File: config.mk
export PLATFORM = sky130hd
export DESIGN_NAME = addern_pipe
export DESIGN_NICKNAME = d
export VERILOG_FILES = /design/src/rtl/addern_pipe_pkg.sv /design/src/rtl/addern_slice.sv /design/src/rtl/addern_pipe.sv
export SDC_FILE = /design/constraint.sdc
export NUM_CORES = 1
export LEC_CHECK = 0
export ABC_AREA = 1
export ABC_CLOCK_PERIOD_IN_PS = 2000
export CORE_ASPECT_RATIO = 0.7
export CORE_MARGIN = 1.5
export CORE_UTILIZATION = 28
export CTS_CLUSTER_DIAMETER = 30
export DETAILED_ROUTE_END_ITERATION = 10
export GPL_TIMING_DRIVEN = 0
export PLACE_DENSITY = 0.45
export SYNTH_ARGS = -nofsm -noshare
export SYNTH_HDL_FRONTEND = slang
export SYNTH_SLANG_ARGS = --single-unit
File: constraint.sdc
create_clock -name clk -period 2 [get_ports clk]
set_input_delay 0.4 -clock clk [delete_from_list [all_inputs] [get_ports clk]]
set_output_delay 0.4 -clock clk [all_outputs]
set_load 0.02 [all_outputs]
File: src/rtl/addern_pipe_pkg.sv
// Shared helpers and limits for the pipelined N-bit adder/subtractor (addern_pipe).
package addern_pipe_pkg;

   localparam int ADDERN_PIPE_MAX_STAGES = 64;

   function automatic int slice_w(input int n, input int stages);
      return n / stages;
   endfunction

endpackage

File: src/rtl/addern_slice.sv
// W-bit combinational full-adder chain for one pipeline slice; also exposes the
// carry into the slice MSB so the top stage can derive signed overflow.
module addern_slice #(
   parameter int W = 4
) (
   input  logic [W-1:0] a,
   input  logic [W-1:0] b,
   input  logic         cin,
   output logic [W-1:0] sum,
   output logic         cout,
   output logic         c_msb_in
);

   logic [W:0] total;

   assign total    = {1'b0, a} + {1'b0, b} + {{W{1'b0}}, cin};
   assign sum      = total[W-1:0];
   assign cout     = total[W];
   // a^b^sum at the MSB recovers the carry that entered that bit
   assign c_msb_in = a[W-1] ^ b[W-1] ^ sum[W-1];

endmodule

File: src/rtl/addern_pipe.sv
// Pipelined N-bit add/subtract: STAGES carry-chained slices with valid/ready and
// full-pipeline stall. Optional signed overflow output under ADDERN_PIPE_OVF_EN.
module addern_pipe
   import addern_pipe_pkg::*;
#(
   parameter int N      = 16,
   parameter int STAGES = 4
) (
   input  logic         clk,
   input  logic         rst_n,
   input  logic         in_valid,
   output logic         in_ready,
   input  logic [N-1:0] x,
   input  logic [N-1:0] y,
   input  logic         carryin,
   input  logic         sub,
   output logic         out_valid,
   input  logic         out_ready,
   output logic [N-1:0] s,
   output logic         carryout
`ifdef ADDERN_PIPE_OVF_EN
   ,
   output logic         ovf
`endif
);

   localparam int W = slice_w(N, STAGES);

   if (N < 2 || STAGES < 1 || STAGES > N || STAGES > ADDERN_PIPE_MAX_STAGES ||
       (N % STAGES) != 0) begin : g_bad_params
      $error("addern_pipe: illegal N/STAGES combination");
   end

   // sum holds finished low slices; px/py carry the not-yet-used upper operand slices
   typedef struct packed {
      logic         valid;
      logic         carry;
      logic [N-1:0] sum;
      logic [N-1:0] px;
      logic [N-1:0] py;
   } stage_t;

   stage_t stage_q [STAGES];
   stage_t stage_d [STAGES];

   logic                      advance;
   logic [N-1:0]              y_eff;
   logic                      cin_eff;
   logic [STAGES-1:0][W-1:0]  sl_a;
   logic [STAGES-1:0][W-1:0]  sl_b;
   logic [STAGES-1:0][W-1:0]  sl_sum;
   logic [STAGES-1:0]         sl_cin;
   logic [STAGES-1:0]         sl_cout;
   logic [STAGES-1:0]         sl_cmsb;
   logic                      unused_cmsb;

   assign out_valid   = stage_q[STAGES-1].valid;
   assign advance     = !out_valid || out_ready;
   assign in_ready    = advance;
   assign y_eff       = sub ? ~y : y;
   assign cin_eff     = carryin ^ sub;
   assign s           = stage_q[STAGES-1].sum;
   assign carryout    = stage_q[STAGES-1].carry;
   assign unused_cmsb = ^sl_cmsb;

   for (genvar k = 0; k < STAGES; k++) begin : g_slice
      if (k == 0) begin : g_first
         assign sl_a[k]   = x[W-1:0];
         assign sl_b[k]   = y_eff[W-1:0];
         assign sl_cin[k] = cin_eff;
      end else begin : g_rest
         assign sl_a[k]   = stage_q[k-1].px[k*W +: W];
         assign sl_b[k]   = stage_q[k-1].py[k*W +: W];
         assign sl_cin[k] = stage_q[k-1].carry;
      end

      addern_slice #(.W(W)) u_slice (
         .a        (sl_a[k]),
         .b        (sl_b[k]),
         .cin      (sl_cin[k]),
         .sum      (sl_sum[k]),
         .cout     (sl_cout[k]),
         .c_msb_in (sl_cmsb[k])
      );
   end

   always_comb begin
      for (int k = 0; k < STAGES; k++) begin
         stage_d[k] = stage_q[k];
      end
      if (advance) begin
         stage_d[0].valid          = in_valid;
         stage_d[0].carry          = sl_cout[0];
         stage_d[0].sum            = '0;
         stage_d[0].sum[W-1:0]     = sl_sum[0];
         stage_d[0].px             = x;
         stage_d[0].py             = y_eff;
         for (int k = 1; k < STAGES; k++) begin
            stage_d[k].valid          = stage_q[k-1].valid;
            stage_d[k].carry          = sl_cout[k];
            stage_d[k].sum            = stage_q[k-1].sum;
            stage_d[k].sum[k*W +: W]  = sl_sum[k];
            stage_d[k].px             = stage_q[k-1].px;
            stage_d[k].py             = stage_q[k-1].py;
         end
      end
   end

   always_ff @(posedge clk or negedge rst_n) begin
      if (!rst_n) begin
         for (int k = 0; k < STAGES; k++) begin
            stage_q[k] <= '0;
         end
      end else begin
         for (int k = 0; k < STAGES; k++) begin
            stage_q[k] <= stage_d[k];
         end
      end
   end

`ifdef ADDERN_PIPE_OVF_EN
   logic ovf_q;
   logic ovf_d;

   always_comb begin
      ovf_d = ovf_q;
      if (advance) begin
         ovf_d = sl_cmsb[STAGES-1] ^ sl_cout[STAGES-1];
      end
   end

   always_ff @(posedge clk or negedge rst_n) begin
      if (!rst_n) begin
         ovf_q <= 1'b0;
      end else begin
         ovf_q <= ovf_d;
      end
   end

   assign ovf = ovf_q & out_valid;
`endif

endmodule
==> results.txt <==
kind of end point of the critical path - output port
worst endpoint data arrival time - 1.48 ns
status - finished clean
Slew @ Worst Pin - 0.601 ns
number of routed nets with antenna violations - 0
Iteration-0 DRC Markers - 157
final instance area - 5640 um^2
core area - 15600 um^2
CP peak stage delay - 0.48 ns
# Max-Cap Violations - 0
XOR/XNOR Fraction of Synth Area - 3.29%
Post-DP HPWL - 7930 um
Reg2Reg Setup Slack - 0.28 ns
Simple-Gate Fraction of Synth Area - 19.6%
DR vias/cell - 4.20
Pwr Density - 1510 nW/um^2
DRT Pass-1 Iters - 4
Filler Cells Inserted - 1629
average wire per standard cell - 14.0 um
DR DRC count - 0
Port-buffer cells - 55
Clk Latency, worst-skew pair - 0.34 ns
mux cell area share after synthesis - 0%
first-pass GRT wire length - 17900 um
FP Rows - 38
Seq. cell area - 2400 um^2
Distinct cells, synth - 19
Synth-to-Final Area Change - 24.7%
cts bufs inserted - 9
largest family of logic cells by synthesized area - simple AND/OR/NAND/NOR gates
Yosys reg bits - 96
Worst Path Required - 1.60 ns
Synth Cell Area - 4530 um^2
vias in the first global route - 3288
Compound-Gate Fraction of Synth Area - 7.16%
DRT Wirelength - 10900 um
P_leak - 2.79 nW
Max Fclk - 0.531 GHz
die area - 16900 um^2
Die W - 155 um
Root Buffer - clkbuf_16
Chip Height - 109 um
IO Count - 57
Multi-input gate area - 1680 um^2
crit start category - primary input
CP Max Fanout - 19
GP Congestion - 0.831
largest net degree at the start of global routing - 54
Avg Inst Size Synth - 8.98 um^2
Post-Synth Adder-Cell Area - 6.86%
CP Class - primary input to output port
RSZ-0062 raised after global routing - no
detailed-route via count - 3266
Seq/Total Area, Yosys - 53.1%
Mapped Cells - 504
CTS Sinks - 96
H-tree depth - 3
Slew HR - 59.9%
n_diodes - 0
critical-path cell list - clkdlybuf4s50_1, nor2_2, buf_6, inv_2, buf_6, buf_2
post-route minimum period - 1.88 ns
Max Clock Skew - 0.00587 ns
total gr overflow - 0
Final setup viols - 0
commonest non-fill, non-tap cells in the layout - nand2_1 (199), dfrtp_1 (96), clkdlybuf4s50_1 (53)
maximum VDD drop - 414 uV
Syn. warnings - 0
origin of the critical flop-to-flop path - sl_cin[2]
Final Slew Violations - 0
Pwr Total - 0.00850 W
DP Area - 5350 um^2
nets - 630
final worst path period share - 94.1%
CP max stage cell - clkdlybuf4s50_1
most used cell along the critical path - buf_6
fraction of layout cells with a size suffix above 1 - 12.3%
Clock Pin Slew Worst Setup and Hold Paths - 0.06 ns
Total GRT Usage - 14.0%
final hold viol count - 0
Clock Path Buffers - 2
leading cell type in the layout, fill and taps excluded - nand2_1
CTS tree - yes
post-synthesis net count - 562
Initial Util - 28.9%
initial antenna violation count - 0
first element of the critical path - out_ready
Hold WC Path Type - primary input to asynchronous set/reset pin
## area by class of cell
cell class	instances	area share [%]
buffer	38	5.03
clock buffer	10	4.23
clock inverter	6	0.621
inverter	44	2.93
multi-input combinational	325	29.8
sequential	96	42.6
tap	200	4.43
timing repair buffer	58	10.4
## flip-flops by register name, summed over array words and instances (netlist names)
| register | count |
|---|---|
| s | 16 |
| sl_a | 12 |
| sl_b | 12 |
| stage_q | 51 |
| carryout | 1 |
| out_valid | 1 |
| sl_cin | 3 |
## per-layer routing
metal | up-vias | part of all wire (%) | track usage, %
met3 | 7 | 4.9 | 3.39
met5 | - | 0 | 0
met1 | 1516 | 53 | 20.6
met4 | 0 | 0.89 | 3.91
li1 | 1674 | - | -
met2 | 69 | 41 | 20.5
## power by group
part | switching (W) | total [W] | internal [W]
Combinational | 0.00205 | 0.00363 | 0.00157
Sequential | 0.000470 | 0.00328 | 0.00281
Clock | 0.000733 | 0.00160 | 0.000868
## logic make-up (layout without fill, tap and decap cells)
kind of cell,count (synthesis),in the layout
AOI/OAI and AO/OA,58,58
xor gates and xnor gates,17,17
adders and majority gates,20,20
buffers and inverters,83,156
DFF,96,96
and+or+nand+nor,230,230
## final timing paths
kind,end,cells past startpoint
min in group clk,sl_b[7],3
max in group asynchronous,stage_q[135],2
hold / removal,s[2],1
setup reg to reg,stage_q[91],4
setup / recovery,in_ready,6
hold reg to reg,sl_b[14],2
## per-stage QoR
step                      hold slack, ns  setup WS, ns  instances  TNS [ns]  utilization (%)
after floorplan                    0.104        0.0145        504         0                -
after global placement             0.449         -3.13        759   -300.89             34.1
after detailed placement           0.448        -0.532        760     -1.26             34.2
after CTS                         0.0840        0.0789        776         0             36.0
after global routing               0.123        0.0143        777         0             36.1
final                             0.0644         0.118        777         0             36.1
## what timing repair did
| item | in CTS | in global routing |
|---|---|---|
| setup endpoints to repair | 1 | 2 |
| hold endpoints to repair | 0 | 0 |
| pin swaps | 1 | 1 |
| buffers inserted | 1 | 1 |
| resized for setup | 5 | 3 |
| gates cloned | 0 | 0 |
| hold buffers | 0 | 0 |
## cells in the mapped netlist
master,n,area share (%)
nand2_1,200,17
dfrtp_1,96,53
inv_1,43,3.6
o21ai_0,37,4.1
buf_4,23,3.8
nand3_1,17,1.9
xnor2_1,13,2.5
ha_1,12,3.3
nor2_1,12,1.0
o21ai_2,9,1.7
a21oi_1,8,0.88
buf_2,8,0.88
fa_1,8,3.5
buf_6,6,1.5
o21ai_1,4,0.44
xor2_1,4,0.77
clkbuf_1,2,0.17
inv_2,1,0.083
nor2_2,1,0.14
## critical path, delay by kind of cell
kind | cells | cell delay [ns]
buffers and inverters | 5 | 1.03
AND/OR/NAND/NOR | 1 | 0.05
No activity file was read; power rests on OpenSTA's default activity.
==> edit, RTL diff (same flow settings) <==
`STAGES`: 4 -> 2.
--- a/src/rtl/addern_pipe.sv
+++ b/src/rtl/addern_pipe.sv
@@ -5,5 +5,5 @@
 #(
    parameter int N      = 16,
-   parameter int STAGES = 4
+   parameter int STAGES = 2
 ) (
    input  logic         clk,
Formal check against the unedited RTL: not equivalent (Yosys sat finds a counterexample within 4 cycles, from zero or initial values and one cycle with rst_n low).
==> edit against the unedited design <==
Highest routed layer unchanged; wire length is 45% lower; sequential cell count fell by 52; clock power decreased by 42%; area after synthesis is 42% lower; critical path depth stayed put; cell area down 37%; worst setup slack worse by 44 ps; total power fell by 56%.
==> edit: results (changes against the unedited design) <==
The relative area of non-clock buffer cells in the final design is 0.219 (+0.0646). The mean number of vias per cell came out at 4.07 (-3.3%). The internal power component is 0.00247 W (-53%). The number of H-tree levels was 2 (-1). The pin count of the biggest net entering global routing came out at 26 (-52%). The flip-flop count of the largest register after layout came out at 16 (-69%). The share of the synthesized netlist area taken by xor and xnor gates is 0.0565 (+0.0236).

The power of the clock network came out at 0.000931 W (-42%). The multi-input combinational cell count is 224 (-31%). The met2 layer wire length in the routed design came to 2260 um (-49%). The post-synthesis sequential area ratio was 0.418 (-0.113). The relative slew slack is 0.668 (+0.0681). The synthesized-area fraction occupied by ao, oa, aoi and oai cells came out at 0.0589 (-0.0128). The number of cells in the design after placement came out at 505 (-34%). The wire length of the first global-routing pass is 10400 um (-42%). The footprint of the flip-flops and latches came out at 0.00110 mm^2 (-54%). The fill cell total of the finished layout came out at 972 (-40%). The layout cell share with drive strength beyond 1 is 0.126 (+0.00291). The switching portion of total power is 0.335 (-0.0485). The via count of the routed design was 2086 (-36%).

The area share of fa/ha/maj cells after synthesis came out at 0.0968 (+0.0283). The flow ran to the end, and the final reports show no timing, DRC or antenna violations. The non-clock buffer instance count of the final layout came out at 83 (-14%). The highest fanout seen on the critical path is 10 (-9).

The later-pin clock latency in the skew report is 280 ps (-60 ps). The power in combinational cells came out at 0.00151 W (-58%). The first-iteration detailed-routing DRC count is 108 (-31%). The total routing usage reported by global routing was 0.130 (-0.00997).

The met2 capacity usage during global routing came to 0.173 (-0.0322). The number of distinct library cells after synthesis is 24 (+5). The met1 wire length is 3420 um (-41%). The overall routed net length came out at 6030 um (-45%). The worst slack at placement is -414 ps (+118 ps).

The net count after synthesis came out at 381 (-32%). The post-CTS setup-driven buffer insertion count was 0 (-1). The final weighted congestion of routability-driven global placement is 0.801 (-3.6%). The clock skew after layout came out at 3.04 ps (-2.83 ps). The combined area of the multi-input logic cells came out at 0.00125 mm^2 (-26%). After synthesis, the cell types taking the most area are sky130_fd_sc_hd__dfrtp_1, sky130_fd_sc_hd__nand2_1, sky130_fd_sc_hd__ha_1. The number of clock buffers in the layout came to 5 (-5). The count of clock tree sinks came out at 44 (-54%). The via count of the first global-routing pass came out at 2023 (-38%).

The post-synthesis instance total is 325 (-36%). The standby leakage power came to 1.77 nW (-37%). The worst vdd rail ir drop was 0.000349 V (-16%). By count the netlist is led by sky130_fd_sc_hd__nand2_1, sky130_fd_sc_hd__dfrtp_1, sky130_fd_sc_hd__inv_1. The met3 capacity usage during global routing was 0.0245 (-0.00944). The antenna cell count came to 0 (unchanged). The relative area of clock buffers and inverters in the final design is 0.0470 (-0.00158). The arrival time reported for the critical path endpoint came to 1530 ps (+50 ps). The met1 capacity usage during global routing came out at 0.210 (+0.00455).
[edit: worst max-delay path: stages]
cell,delay [ps]
sky130_fd_sc_hd__clkdlybuf4s50_1,530
sky130_fd_sc_hd__nor2_4,60
sky130_fd_sc_hd__inv_2,60
sky130_fd_sc_hd__buf_6,150
sky130_fd_sc_hd__buf_6,150
sky130_fd_sc_hd__buf_2,170
[edit: metrics by stage]
step,util,area [um^2]
2_1_floorplan,-,2670
3_3_place_gp,0.371,3380
3_5_place_dp,0.372,3390
4_1_cts,0.390,3550
5_1_grt,0.392,3570
6_report,0.392,3570
[edit: path summary, 6_finish.rpt]
check / to / slack [ps] / cells after the start
max: in_ready / 70 / 6
min in group clk: sl_b[12]$_DFFE_PN0P_ / 440 / 3
max reg2reg: s[14]$_DFFE_PN0P_ / 210 / 9
min reg2reg: out_valid$_DFFE_PN0P_ / 450 / 2
min: sl_b[8]$_DFFE_PN0P_ / 80 / 1
max in group asynchronous: s[5]$_DFFE_PN0P_ / 1420 / 2
